### src/rtl/sub_pkg.sv
// Shared types and sizing helpers for the bit-serial subtractor.
package sub_pkg;

    localparam int WIDTH_DEFAULT = 8;

    typedef enum logic [1:0] {
        IDLE = 2'd0,
        RUN  = 2'd1,
        DONE = 2'd2
    } state_t;

    // Counter width for a given operand width (CW = $clog2(WIDTH)).
    function automatic int cnt_width(input int w);
        return (w > 1) ? $clog2(w) : 1;
    endfunction

endpackage

### src/rtl/fs_cell.sv
// One-bit combinational full subtractor: diff = x - y - bi, borrow out on bo.
module fs_cell (
    input  logic x,
    input  logic y,
    input  logic bi,
    output logic diff,
    output logic bo
);

    assign diff = x ^ y ^ bi;
    assign bo   = (~x & y) | (~x & bi) | (y & bi);

endmodule

### src/rtl/serial_sub.sv
// Bit-serial WIDTH-bit subtractor, LSB first, one fs_cell plus a registered borrow.
//  state | meaning
//  IDLE  | waiting for start, results held
//  RUN   | one bit processed per clock, cnt counts bits done
//  DONE  | one-cycle done pulse, may accept a new start
module serial_sub
    import sub_pkg::*;
#(
    parameter int WIDTH = WIDTH_DEFAULT
) (
    input  logic             clk,
    input  logic             rst_n,
    input  logic             start,
    input  logic [WIDTH-1:0] a,
    input  logic [WIDTH-1:0] b,
    input  logic             bin,
    output logic             busy,
    output logic             done,
    output logic [WIDTH-1:0] d,
    output logic             bout,
    output logic             ovf
);

    localparam int CW = cnt_width(WIDTH);
    localparam logic [CW-1:0] CNT_LAST = CW'(WIDTH - 1);

    state_t           state_q, state_d;
    logic [WIDTH-1:0] sa_q, sa_d;
    logic [WIDTH-1:0] sb_q, sb_d;
    logic [WIDTH-2:0] sr_q, sr_d;
    logic             br_q, br_d;
    logic [CW-1:0]    cnt_q, cnt_d;
    logic [WIDTH-1:0] d_q, d_d;
    logic             bout_q, bout_d;
    logic             ovf_q, ovf_d;
    logic             busy_q, busy_d;
    logic             done_q, done_d;

    logic             x_bit;
    logic             nb_bit;
    logic [WIDTH-1:0] sr_next;

    fs_cell u_fs (
        .x    (sa_q[0]),
        .y    (sb_q[0]),
        .bi   (br_q),
        .diff (x_bit),
        .bo   (nb_bit)
    );

    // Only WIDTH-1 partial bits need storing; the last bit goes straight to d.
    assign sr_next = {x_bit, sr_q};

    always_comb begin
        state_d = state_q;
        sa_d    = sa_q;
        sb_d    = sb_q;
        sr_d    = sr_q;
        br_d    = br_q;
        cnt_d   = cnt_q;
        d_d     = d_q;
        bout_d  = bout_q;
        ovf_d   = ovf_q;

        case (state_q)
            IDLE, DONE: begin
                if (start) begin
                    sa_d    = a;
                    sb_d    = b;
                    br_d    = bin;
                    cnt_d   = '0;
                    state_d = RUN;
                end else begin
                    state_d = IDLE;
                end
            end
            RUN: begin
                sa_d  = sa_q >> 1;
                sb_d  = sb_q >> 1;
                sr_d  = sr_next[WIDTH-1:1];
                br_d  = nb_bit;
                cnt_d = cnt_q + CW'(1);
                if (cnt_q == CNT_LAST) begin
                    d_d     = sr_next;
                    bout_d  = nb_bit;
                    ovf_d   = br_q ^ nb_bit;
                    state_d = DONE;
                end
            end
            default: state_d = IDLE;
        endcase

        busy_d = (state_d == RUN);
        done_d = (state_d == DONE);
    end

    always_ff @(posedge clk or negedge rst_n) begin
        if (!rst_n) begin
            state_q <= IDLE;
            sa_q    <= '0;
            sb_q    <= '0;
            sr_q    <= '0;
            br_q    <= 1'b0;
            cnt_q   <= '0;
            d_q     <= '0;
            bout_q  <= 1'b0;
            ovf_q   <= 1'b0;
            busy_q  <= 1'b0;
            done_q  <= 1'b0;
        end else begin
            state_q <= state_d;
            sa_q    <= sa_d;
            sb_q    <= sb_d;
            sr_q    <= sr_d;
            br_q    <= br_d;
            cnt_q   <= cnt_d;
            d_q     <= d_d;
            bout_q  <= bout_d;
            ovf_q   <= ovf_d;
            busy_q  <= busy_d;
            done_q  <= done_d;
        end
    end

    assign busy = busy_q;
    assign done = done_q;
    assign d    = d_q;
    assign bout = bout_q;
    assign ovf  = ovf_q;

endmodule
### config.mk
export PLATFORM = sky130hd
export DESIGN_NAME = serial_sub
export DESIGN_NICKNAME = d
export VERILOG_FILES = /design/src/rtl/sub_pkg.sv /design/src/rtl/fs_cell.sv /design/src/rtl/serial_sub.sv
export SDC_FILE = /design/constraint.sdc
export NUM_CORES = 1
export LEC_CHECK = 0
export CORE_MARGIN = 1.5
export CORE_UTILIZATION = 50
export DETAILED_ROUTE_END_ITERATION = 8
export PLACE_DENSITY = 0.79
export SYNTH_ARGS = -nofsm -noshare
export SYNTH_HDL_FRONTEND = slang
export SYNTH_SLANG_ARGS = --single-unit
### constraint.sdc
create_clock -name clk -period 2.6 [get_ports clk]
set_input_delay 0.26 -clock clk [delete_from_list [all_inputs] [get_ports clk]]
set_output_delay 0.26 -clock clk [all_outputs]
set_load 0.05 [all_outputs]
# Word level (Yosys, flattened, before mapping)

Cells that the tools add are included.

Bits in registers: 41
Output and inout port bits: 12

Eq/ne operators: 6
$add $sub $neg: 1
Reduce and logical (&&, ||, !) cells: 5
Bitwise operators: 9
Muxes and demuxes: 11

Operators by type and width:

| operator              | number |
|---|---|
| $pmux W8 S2           | 2 |
| $mux W8               | 2 |
| $pmux W3 S2           | 1 |
| $eq A2 B1 Y1 const B  | 2 |
| $eq A2 B2 Y1 const B  | 2 |
| $pmux W2 S2           | 1 |
| $reduce_and A2 Y1     | 2 |
| $add A3 B1 Y3 const B | 1 |
| $and A1 B1 Y1         | 3 |
| $eq A3 B3 Y1 const B  | 1 |
| $mux W3               | 1 |
| $xor A1 B1 Y1         | 3 |
| $logic_not A2 Y1      | 1 |
| $mux W1               | 2 |
| $mux W2               | 1 |
| $ne A2 B2 Y1 const B  | 1 |
| $or A1 B1 Y1          | 2 |
| $pmux W1 S2           | 1 |
| $reduce_bool A2 Y1    | 1 |
| $reduce_or A2 Y1      | 1 |
| $not A1 Y1            | 1 |

# Longest topological paths before layout

Gate-level depths: netlist of run 1.

Depth after elaboration: 5
Mapped depth: 6
Depth with buffers taken out: 5

# Modules after synthesis

From an unflattened synthesis of run 1, not the netlist that was laid out.

Cell total of the unflattened synthesis: 139
Area total of the unflattened synthesis: 1990.7 um2

By module, submodules not included:

| module     | area an instance (um2) | cells an instance | times used | seq. area each (um2) |
|---|---|---|---|---|
| serial_sub | 1963.1                 | 136               | 1          | 1026.0 |
| fs_cell    | 27.5                   | 3                 | 1          | 0.0 |

# Worst setup path after synthesis of run 1

OpenSTA, ideal clock, no wires.

Kind: reg-to-reg
Start: register cnt_q[0]
End: register bout_q, in the netlist bout
Stages on the path, launching flop included: 6
Path slack: 1.139 ns
Clock period less this slack: 1.461 ns
Required time: 2.475 ns
Arrival time: 1.336 ns
Path through: dfrtp_1 ha_1 ha_1 nand3b_4 buf_6 mux2_2

Longest elaborated chain between the ends: 2

RTL lines:

| element                            | RTL line          | source |
|---|---|---|
| start, declared                    | serial_sub.sv:32  | `logic [CW-1:0] cnt_q, cnt_d;` |
| start signal, assigned             | serial_sub.sv:116 | `cnt_q <= cnt_d;` |
| $eq A3 B3 Y1                       | serial_sub.sv:83  | `if (cnt_q == CNT_LAST) begin` |
| $reduce_and A2 Y1 (no source line) | n/a               |  |
| end signal, assigned               | serial_sub.sv:118 | `bout_q <= bout_d;` |
| end, declared                      | serial_sub.sv:34  | `logic bout_q, bout_d;` |

No other way between the ends.
A chain may end at the register's enable or synchronous reset.

# Worst setup path after layout of run 1

Start: register ovf_q, in the netlist ovf
End: output ovf

RTL lines:

| element                | RTL line          | source |
|---|---|---|
| start, declared        | serial_sub.sv:35  | `logic ovf_q, ovf_d;` |
| start signal, assigned | serial_sub.sv:119 | `ovf_q <= ovf_d;` |
| end, declared          | serial_sub.sv:21  | `output logic ovf` |

No word-level cell between the ends.

==> results of run 1 <==
==> logic make-up (layout without fill, tap and decap cells) <==
group                    Yosys count  count (layout)  synth area share, %
AO/OA/AOI/OAI                     40              40                 12.7
XOR/XNOR                           1               1                0.460
adder cells (fa/ha/maj)            3               3                 2.37
buffers and inverters             17              47                 5.59
flip-flops                        41              41                 53.9
multiplexers                      30              30                 17.0
AND/OR/NAND/NOR                   23              23                 7.96
==> sequential cells by signal, indices dropped and copies added (netlist names), 2 cells and up <==
register  flops
sa_q          8
cnt_q         3
d             8
state_q       2
sb_q          8
sr_q          7
==> area by class of cell <==
class	count	area, um2	share of cell area [%]
Sequential cell	41	1030	44.9
Multi-Input combinational cell	97	771	33.7
Timing Repair Buffer	34	328	14.3
Clock buffer	6	72.6	3.17
Tap cell	48	60.1	2.63
Inverter	5	18.8	0.821
Clock inverter	2	10.0	0.438
==> metrics by stage <==
stage	cell area (um2)	hold slack (ns)	util [%]	instances
2_1_floorplan	1900	-0.0356	-	155
3_3_place_gp	2200	0.421	60.2	225
3_5_place_dp	2200	0.436	60.2	225
4_1_cts	2290	0.109	62.4	233
5_1_grt	2290	0.144	62.4	233
6_report	2290	0.0827	62.4	233
==> layout by cell type, fill, tap and decap left out <==
cell,count
sky130_fd_sc_hd__dfrtp_1,41
sky130_fd_sc_hd__clkdlybuf4s50_1,30
sky130_fd_sc_hd__a21oi_1,15
sky130_fd_sc_hd__mux2_2,15
sky130_fd_sc_hd__mux2i_1,14
sky130_fd_sc_hd__nor2b_1,12
sky130_fd_sc_hd__a211oi_1,12
sky130_fd_sc_hd__o21ai_0,8
sky130_fd_sc_hd__inv_1,5
sky130_fd_sc_hd__clkbuf_8,5
sky130_fd_sc_hd__o22ai_1,3
sky130_fd_sc_hd__nand3_1,3
sky130_fd_sc_hd__nand2_1,3
sky130_fd_sc_hd__buf_4,3
sky130_fd_sc_hd__a22o_1,2
sky130_fd_sc_hd__ha_1,2
sky130_fd_sc_hd__clkinv_2,2
sky130_fd_sc_hd__nand3b_4,1
sky130_fd_sc_hd__nand2b_4,1
sky130_fd_sc_hd__nand2b_1,1
sky130_fd_sc_hd__and2_1,1
sky130_fd_sc_hd__nor2_1,1
sky130_fd_sc_hd__xnor2_1,1
sky130_fd_sc_hd__mux2_4,1
sky130_fd_sc_hd__fa_1,1
sky130_fd_sc_hd__clkbuf_1,1
sky130_fd_sc_hd__buf_2,1
==> power groups by stage <==
stage               combinational [mW]  clock, mW  sequential [mW]
finish                            1.29      0.393             1.18
global route                      1.41      0.444             1.22
global placement                  1.26          0             1.17
floorplan                        0.758          0             1.41
CTS                               1.31      0.413             1.18
detailed placement                1.31          0             1.19
==> path summary, 6_finish.rpt <==
| kind | end | cells past startpoint |
|---|---|---|
| max | ovf | 1 |
| min | sr_q[0]$_DFFE_PN0P_ | 1 |
| max reg2reg | d[3]$_DFFE_PN0P_ | 4 |
| min reg2reg | d[7]$_DFFE_PN0P_ | 2 |
| max in group asynchronous | cnt_q[1]$_DFFE_PN0P_ | 1 |
| min in group clk | d[7]$_DFFE_PN0P_ | 2 |
==> per-layer routing <==
layer	global-route usage, %	up-vias
li1	-	610
met1	22.0	581
met2	28.5	31
met3	5.90	5
met4	5.59	0
met5	0	-
==> metrics, run 1 <==
synthesized flop and latch total=41; wire length on met3=165 um; RSZ-0062 raised after global routing=false; Setup TNS=0 ns; count of max-cap constraint violations=0; count of final hold-check violations=0; portion of total power attributed to sequential cells=41.2%; Unique masters post-synth=25; Slew Viols, Final=0; number of global-route vias before repair=1,191; Max Clock Skew=0.00761 ns; source of the worst register-to-register timing path=cnt_q[0]$_DFFE_PN0P_; quantity of gates resized following cts=0; Initial Utilization=52.0%; half-perimeter wire length after detailed placement=2250 um; Pint=1.73 mW; final global-route overflow total=0; CTS buffer count=5; Iteration-0 DRC Markers=29; num ports=32; count of hold buffers inserted by post-cts repair=0; final-stage net count=207; TritonCTS clock tree=yes; worst-path cell with the longest stage delay=sky130_fd_sc_hd__clkdlybuf4s50_1; ordered cell list for the critical path=clkdlybuf4s50_1; cell with the most instances after synthesis=sky130_fd_sc_hd__dfrtp_1; post-CTS setup buffer count=0; GRT Total Usage=17.5%; average cell area after synthesis=12.3 um2; largest driver fanout on the critical path=2; Die Footprint=0.00419 mm2; clock tree sinks=41; WP data arrival=1.45 ns; launch point of the critical path=ovf$_DFFE_PN0P_; minimum period implied by the final worst setup slack=1.71 ns; status=finished clean; antenna diode count=0; Fmax achieved=585 MHz; total number of vias=1,227; crit end category=primary output; portion of the post-synthesis area used by sequential elements=53.9%; chip height=64.7 um; number of core rows=22; Final setup viols=0; static power due to leakage=0.964 nW; switching part of the total=39.4%; Mapped Nets=178; Filler cells=307; number of enable-type register cells in the synthesized netlist=0; largest stage delay on the critical path=0.80 ns; cells after synthesis=155; number of port buffers=31; pin count of the biggest net entering global routing=42; power share of the clock group=13.7%; smallest setup slack after layout=0.891 ns; Detail Route met2 WL=1550 um; kind of launch point of the worst setup path=register; relative max-transition margin=42.1%; Sw Pwr=1.13 mW; detailed-route vias per instance=5.27; fin crit share=65.7%; post-synth design cell area=0.00190 mm2; proportion of power drawn by combinational gates=45.1%; crit-path leading delay family=buffers and inverters; ranking of synthesized cells by area=sky130_fd_sc_hd__dfrtp_1, sky130_fd_sc_hd__mux2_2, sky130_fd_sc_hd__mux2i_1; Area Overhead vs Synth=20.1%; commonest cells in the synthesized netlist=sky130_fd_sc_hd__dfrtp_1, sky130_fd_sc_hd__a21oi_1, sky130_fd_sc_hd__mux2_2, sky130_fd_sc_hd__mux2i_1; detailed-route wire length=3200 um; horizontal die dimension=64.7 um; reg2reg setup slack=1.08 ns; power density of the placed cells=1250 mW/mm2; worst ir drop on vdd=0.000496 V; proportion of register bits with asynchronous set or reset after synthesis=100%; routed len/inst=13.7 um; CP Data Required Time=2.34 ns; total number of yosys warnings=0; total power=2.86 mW; met1 wire length=1440 um; top cell type by total area after synthesis=sky130_fd_sc_hd__dfrtp_1; number of antenna violations at the first check in global routing=0; placeable core area=0.00366 mm2; global-route wire length before repair=5490 um; maximum clock insertion buffer count=2; CP Buf/Inv Count=1; setup slack at placement=0.943 ns; CTS root buffer=sky130_fd_sc_hd__clkbuf_8; min-delay worst type=input pin to asynchronous set/reset pin; Crit Path Category=register to primary output; Pre-antenna DRT Iters=2; dominant synthesized flop cell=sky130_fd_sc_hd__dfrtp_1; H-tree levels=2; slew at the pin closest to its max-slew limit=0.869 ns; number of nets with antenna violations after detailed routing=0; clock latency on the worst-skew pair=0.29 ns; clock slew at the register clock pins of the worst setup and hold paths=0.08 ns; post-synth top area share=53.9%; layout cell share with drive strength beyond 1=15.7%; remaining design rule violation count=0; weighted congestion reported at the end of routability-driven placement=0.730; Highest Signal Layer=met4
(Power assumes the default switching activity.)
==> run 2, diff against run 1 <==
Clock period 2.6 ns to 1.7 ns, I/O delays scaled along.
==> run 2 against run 1 <==
Clock skew fell by 0.0020 ns. Sequential share of layout area shrank 1.3 points. Non-clock buffer count is 4 higher. Utilization grew 1.9 points. Cell area rose by 3.1%. Largest cell class unchanged. Register-to-register slack got worse by 0.86 ns. Worst hold slack improved by 0.39 ns. Flip-flop and latch count is the same.
==> metrics, run 2 (same netlist as run 1, synthesis figures left out) <==
relative max-transition margin=49.6%; launch point of the critical path=d[7]$_DFFE_PN0P_; slew at the pin closest to its max-slew limit=0.755 ns; switching part of the total=38.0%; Iteration-0 DRC Markers=50; largest driver fanout on the critical path=2; fin crit share=95.6%; proportion of power drawn by combinational gates=43.8%; crit end category=primary output; worst ir drop on vdd=0.000879 V; static power due to leakage=0.996 nW; Initial Utilization=52.0%; Critical R2R Capture=d[0]$_DFFE_PN0P_; footprint of the multi-input gates=771 um2; horizontal die dimension=64.7 um; layout cell share with drive strength beyond 1=17.5%; final-stage net count=211; Pint=2.85 mW; worst-path cell with the longest stage delay=sky130_fd_sc_hd__clkdlybuf4s50_1; status=finished clean; weighted congestion reported at the end of routability-driven placement=0.721; count of final hold-check violations=0; placeable core area=0.00366 mm2; clock tree sinks=41; final global-route overflow total=0; clock latency on the worst-skew pair=0.30 ns; count of hold buffers inserted by post-cts repair=1; H-tree levels=2; CP Buf/Inv Count=1; half-perimeter wire length after detailed placement=2410 um; routed len/inst=13.9 um; Critical Path End=d[7]; WP data arrival=1.46 ns; crit-path leading delay family=buffers and inverters; Final setup viols=0; CTS buffer count=5; antenna diode count=0; count of max-cap constraint violations=0; num ports=32; TritonCTS clock tree=yes; post-CTS setup buffer count=0; Die Footprint=0.00419 mm2; chip height=64.7 um; power density of the placed cells=1950 mW/mm2; Crit Path Category=register to primary output; Slew Viols, Final=0; kind of launch point of the worst setup path=register; source of the worst register-to-register timing path=cnt_q[0]$_DFFE_PN0P_; Filler cells=309; pin count of the biggest net entering global routing=35; logic depth of the worst setup path including buffers=1; number of port buffers=31; minimum period implied by the final worst setup slack=1.63 ns; Setup TNS=0 ns; detailed-route wire length=3300 um; CP Data Required Time=1.53 ns; Worst R2R Path Depth=4; Fmax achieved=615 MHz; number of nets with antenna violations after detailed routing=0; largest stage delay on the critical path=0.80 ns; remaining design rule violation count=0; min-delay worst type=input pin to asynchronous set/reset pin; clock slew at the register clock pins of the worst setup and hold paths=0.08 ns; CTS root buffer=sky130_fd_sc_hd__clkbuf_8; total power=4.60 mW; Max Clock Skew=0.00560 ns; Pre-antenna DRT Iters=3; number of antenna violations at the first check in global routing=0; most common cell after layout, fill and taps aside=sky130_fd_sc_hd__dfrtp_1; ordered cell list for the critical path=clkdlybuf4s50_1; number of core rows=22; total number of vias=1,246; reg2reg setup slack=0.22 ns; detailed-route vias per instance=5.26; global-route wire length before repair=6050 um; number of global-route vias before repair=1,333; maximum clock insertion buffer count=2; most frequent cells in the layout=sky130_fd_sc_hd__dfrtp_1, sky130_fd_sc_hd__clkdlybuf4s50_1, sky130_fd_sc_hd__a21oi_1, sky130_fd_sc_hd__mux2_2, sky130_fd_sc_hd__mux2i_1; GRT Total Usage=19.5%; Sw Pwr=1.75 mW; quantity of gates resized following cts=0; Area Overhead vs Synth=23.8%; portion of total power attributed to sequential cells=38.5%; power share of the clock group=17.7%; RSZ-0062 raised after global routing=false; Register Area=0.00103 mm2
[run 2: final cells by class]
class | instances | area share [%]
inverter | 5 | 0.797
clock inverter | 2 | 1.59
multi-input combinational | 97 | 32.7
tap | 48 | 2.55
clock buffer | 6 | 3.51
sequential | 41 | 43.5
timing repair buffer | 38 | 15.3
[run 2: how the worst min path moves through the flow]
stage,to,slack (ns),cells after the start,from
after floorplan,bout$_DFFE_PN0P_,-0.13,0,rst_n
after CTS,sb_q[2]$_DFFE_PN0P_,0.48,3,b[2]
after global routing,sb_q[2]$_DFFE_PN0P_,0.49,3,b[2]
after global placement,busy$_DFF_PN0_,0.26,1,rst_n
after detailed placement,sr_q[0]$_DFFE_PN0P_,0.28,1,rst_n
final,state_q[0]$_DFF_PN0_,0.47,2,rst_n
[run 2: power by group through the flow]
stage / clock network [mW] / logic, mW / registers, mW
global route: 0.896 / 2.20 / 1.85
global placement: 0 / 1.96 / 1.76
detailed placement: 0 / 2.03 / 1.80
CTS: 0.845 / 2.04 / 1.78
finish: 0.815 / 2.02 / 1.77
floorplan: 0 / 1.16 / 2.15
[run 2: through the flow]
stage / std cells / hold slack (ns) / worst slack, ns / instance area (um2) / utilization (%)
final: 237 / 0.471 / 0.0740 / 2360 / 64.4
after global routing: 237 / 0.494 / 0.00549 / 2360 / 64.4
after CTS: 237 / 0.476 / 0.0521 / 2360 / 64.4
after detailed placement: 228 / 0.283 / 0.220 / 2230 / 60.8
after global placement: 228 / 0.261 / 0.260 / 2230 / 60.8
after floorplan: 155 / -0.126 / 0.239 / 1900 / -
[run 2: routing by layer]
| layer | vias up | global-route usage (%) | routed length (um) |
|---|---|---|---|
| met4 | 0 | 8.78 | 66 |
| met1 | 592 | 22.6 | 1480 |
| met5 | - | 0 | 0 |
| li1 | 615 | - | - |
| met3 | 7 | 6.25 | 140 |
| met2 | 32 | 33.1 | 1620 |
==> edit: new RTL, settings of run 2 <==
Make the reset (`rst_n`) synchronous in one clocked block.
--- a/src/rtl/serial_sub.sv
+++ b/src/rtl/serial_sub.sv
@@ -96,3 +96,3 @@
 
-    always_ff @(posedge clk or negedge rst_n) begin
+    always_ff @(posedge clk) begin
         if (!rst_n) begin
Formal check against the unedited RTL: differs if rst_n is asserted again (counterexample within 4 cycles, from zero or initial values and one cycle with rst_n low); with rst_n held inactive, the same outputs for 10 cycles.
==> edit against run 2 <==
Design area is 12% lower. Worst setup slack worse by 15 ps. Area after synthesis is 12% lower. Core utilization is 2.5 points higher. Sequential cell count stayed put. Wire length is 3.0% lower. Critical path depth stayed put. First-iteration DRC count is 16% lower. Critical path type unchanged. Highest routed layer unchanged.
Power is not compared: it rests on default switching activity, and its combinational part moved more than twofold at a synthesized area within 25%.
==> edit: results <==
sta:
  hold_viol: 0
  slew_headroom: 0.652
  finalClockSkew_ps: 13.5
power:
  peakVddDrop_uv: 568
  clkPwrFrac: 0.293
  p_leak_nw: 0.964
cells_and_area:
  drive_gt1_frac: 0.0664
  fin_nets: 248
  diodes: 0
drt:
  post_drt_wl_per_cell_um: 11.9
  drt_iter0_drc: 42
  drtPass1Iterations: 4
  via_per_inst: 5.19
yosys:
  synth.area.top_cells: "dfxtp_1, nand2_1, a31oi_1"
  synthArstFlopShare: 0
  yosys_warnings: 0
  yosysSeqAreaShare: 0.492
  yosysUniqueCellTypes: 25
  synth_common_cells: "nand2_1, dfxtp_1, a31oi_1, o21ai_0, a21boi_0"
  synth_edf_count: 0
  syn_nets: 219
global_routing:
  grt_pass1_vias: 1290
  grt_pass1_wl_um: 5170
  grt_usage: 0.194
  grt_max_degree: 33
hold_path:
  holdPathEnd: "sa_q[7]"
  worstHoldPathType: "in2reg"
setup_path:
  crit_fanout: 1
  path_delay_family: "buffers and inverters"
  r2r_cells: 5
  critPathSlowestCell: "clkdlybuf4s50_1"
  rr_startpoint: "cnt_q[0]"
  r2r_end: "d[2]"
  reg2reg_setup_slack_ps: 200
clock_network:
  cts_max_path_buffers: 2
  clk_latency_ps: 360
  root_buffer: "clkbuf_4"
  path_clk_slew_ps: 130
  numCtsBuffers: 5
place:
  place_ws_ps: 131
  place.gp.congestion: 0.755
  hpwl_um: 2260
status:
  status: "complete, no violations"
-- edit: worst register-to-register path, cell delays in order, from the launching register on --
cell and delay, ps:
dfxtp_1 360, ha_1 160, ha_1 180, and3b_1 430, nand2_1 110, a21boi_0 190
-- edit: worst max path at each step --
stage | startpoint | end | slack [ps] | cells after the start
floorplan | cnt_q[0] | d[7] | 310 | 6
global placement | rst_n | d[1] | 200 | 3
CTS | bout | bout | 10 | 1
finish | done | done | 60 | 1
global route | busy | busy | 20 | 1
detailed placement | rst_n | d[3] | 130 | 3
-- edit: metal layers --
metal  vias up  wire [µm]  track usage
li1        712          -            -
met5         -          0            0
met2        36       1580        0.339
met3         8        134       0.0554
met4         0         85        0.109
met1       644       1410        0.208
-- edit: per-stage QoR --
stage               total power (W)  instance area, µm²  instances  hold slack (ps)
floorplan                   0.00121                1670        196              312
global placement            0.00128                1980        262              443
detailed placement          0.00129                1980        262              446
CTS                         0.00180                2050        270              362
global route                0.00188                2070        270              371
finish                      0.00180                2070        270              360
-- edit: cells by family after synthesis --
group,Yosys count,share of synthesized area
XOR/XNOR,1,0.00525
flip-flops,41,0.492
buffers and inverters,17,0.0638
AND/OR/NAND/NOR,81,0.204
AO/OA/AOI/OAI,53,0.208
adder cells (fa/ha/maj),3,0.0270
-- edit: layout make-up --
type / instances / area [µm²]
sequential: 41 / 821
clock buffer: 6 / 51.3
tap: 44 / 55.1
timing repair buffer: 38 / 388
multi-input combinational: 138 / 741
inverter: 1 / 3.75
clock inverter: 2 / 13.8
fill: 275 / 1030
-- edit: repair_timing --
| action | 4_1_cts | 5_1_grt |
|---|---|---|
| buffers inserted | 0 | 0 |
| hold buffers | 0 | 0 |
| resized for setup | 0 | 10 |
| endpoints found under the setup margin | 0 | 10 |
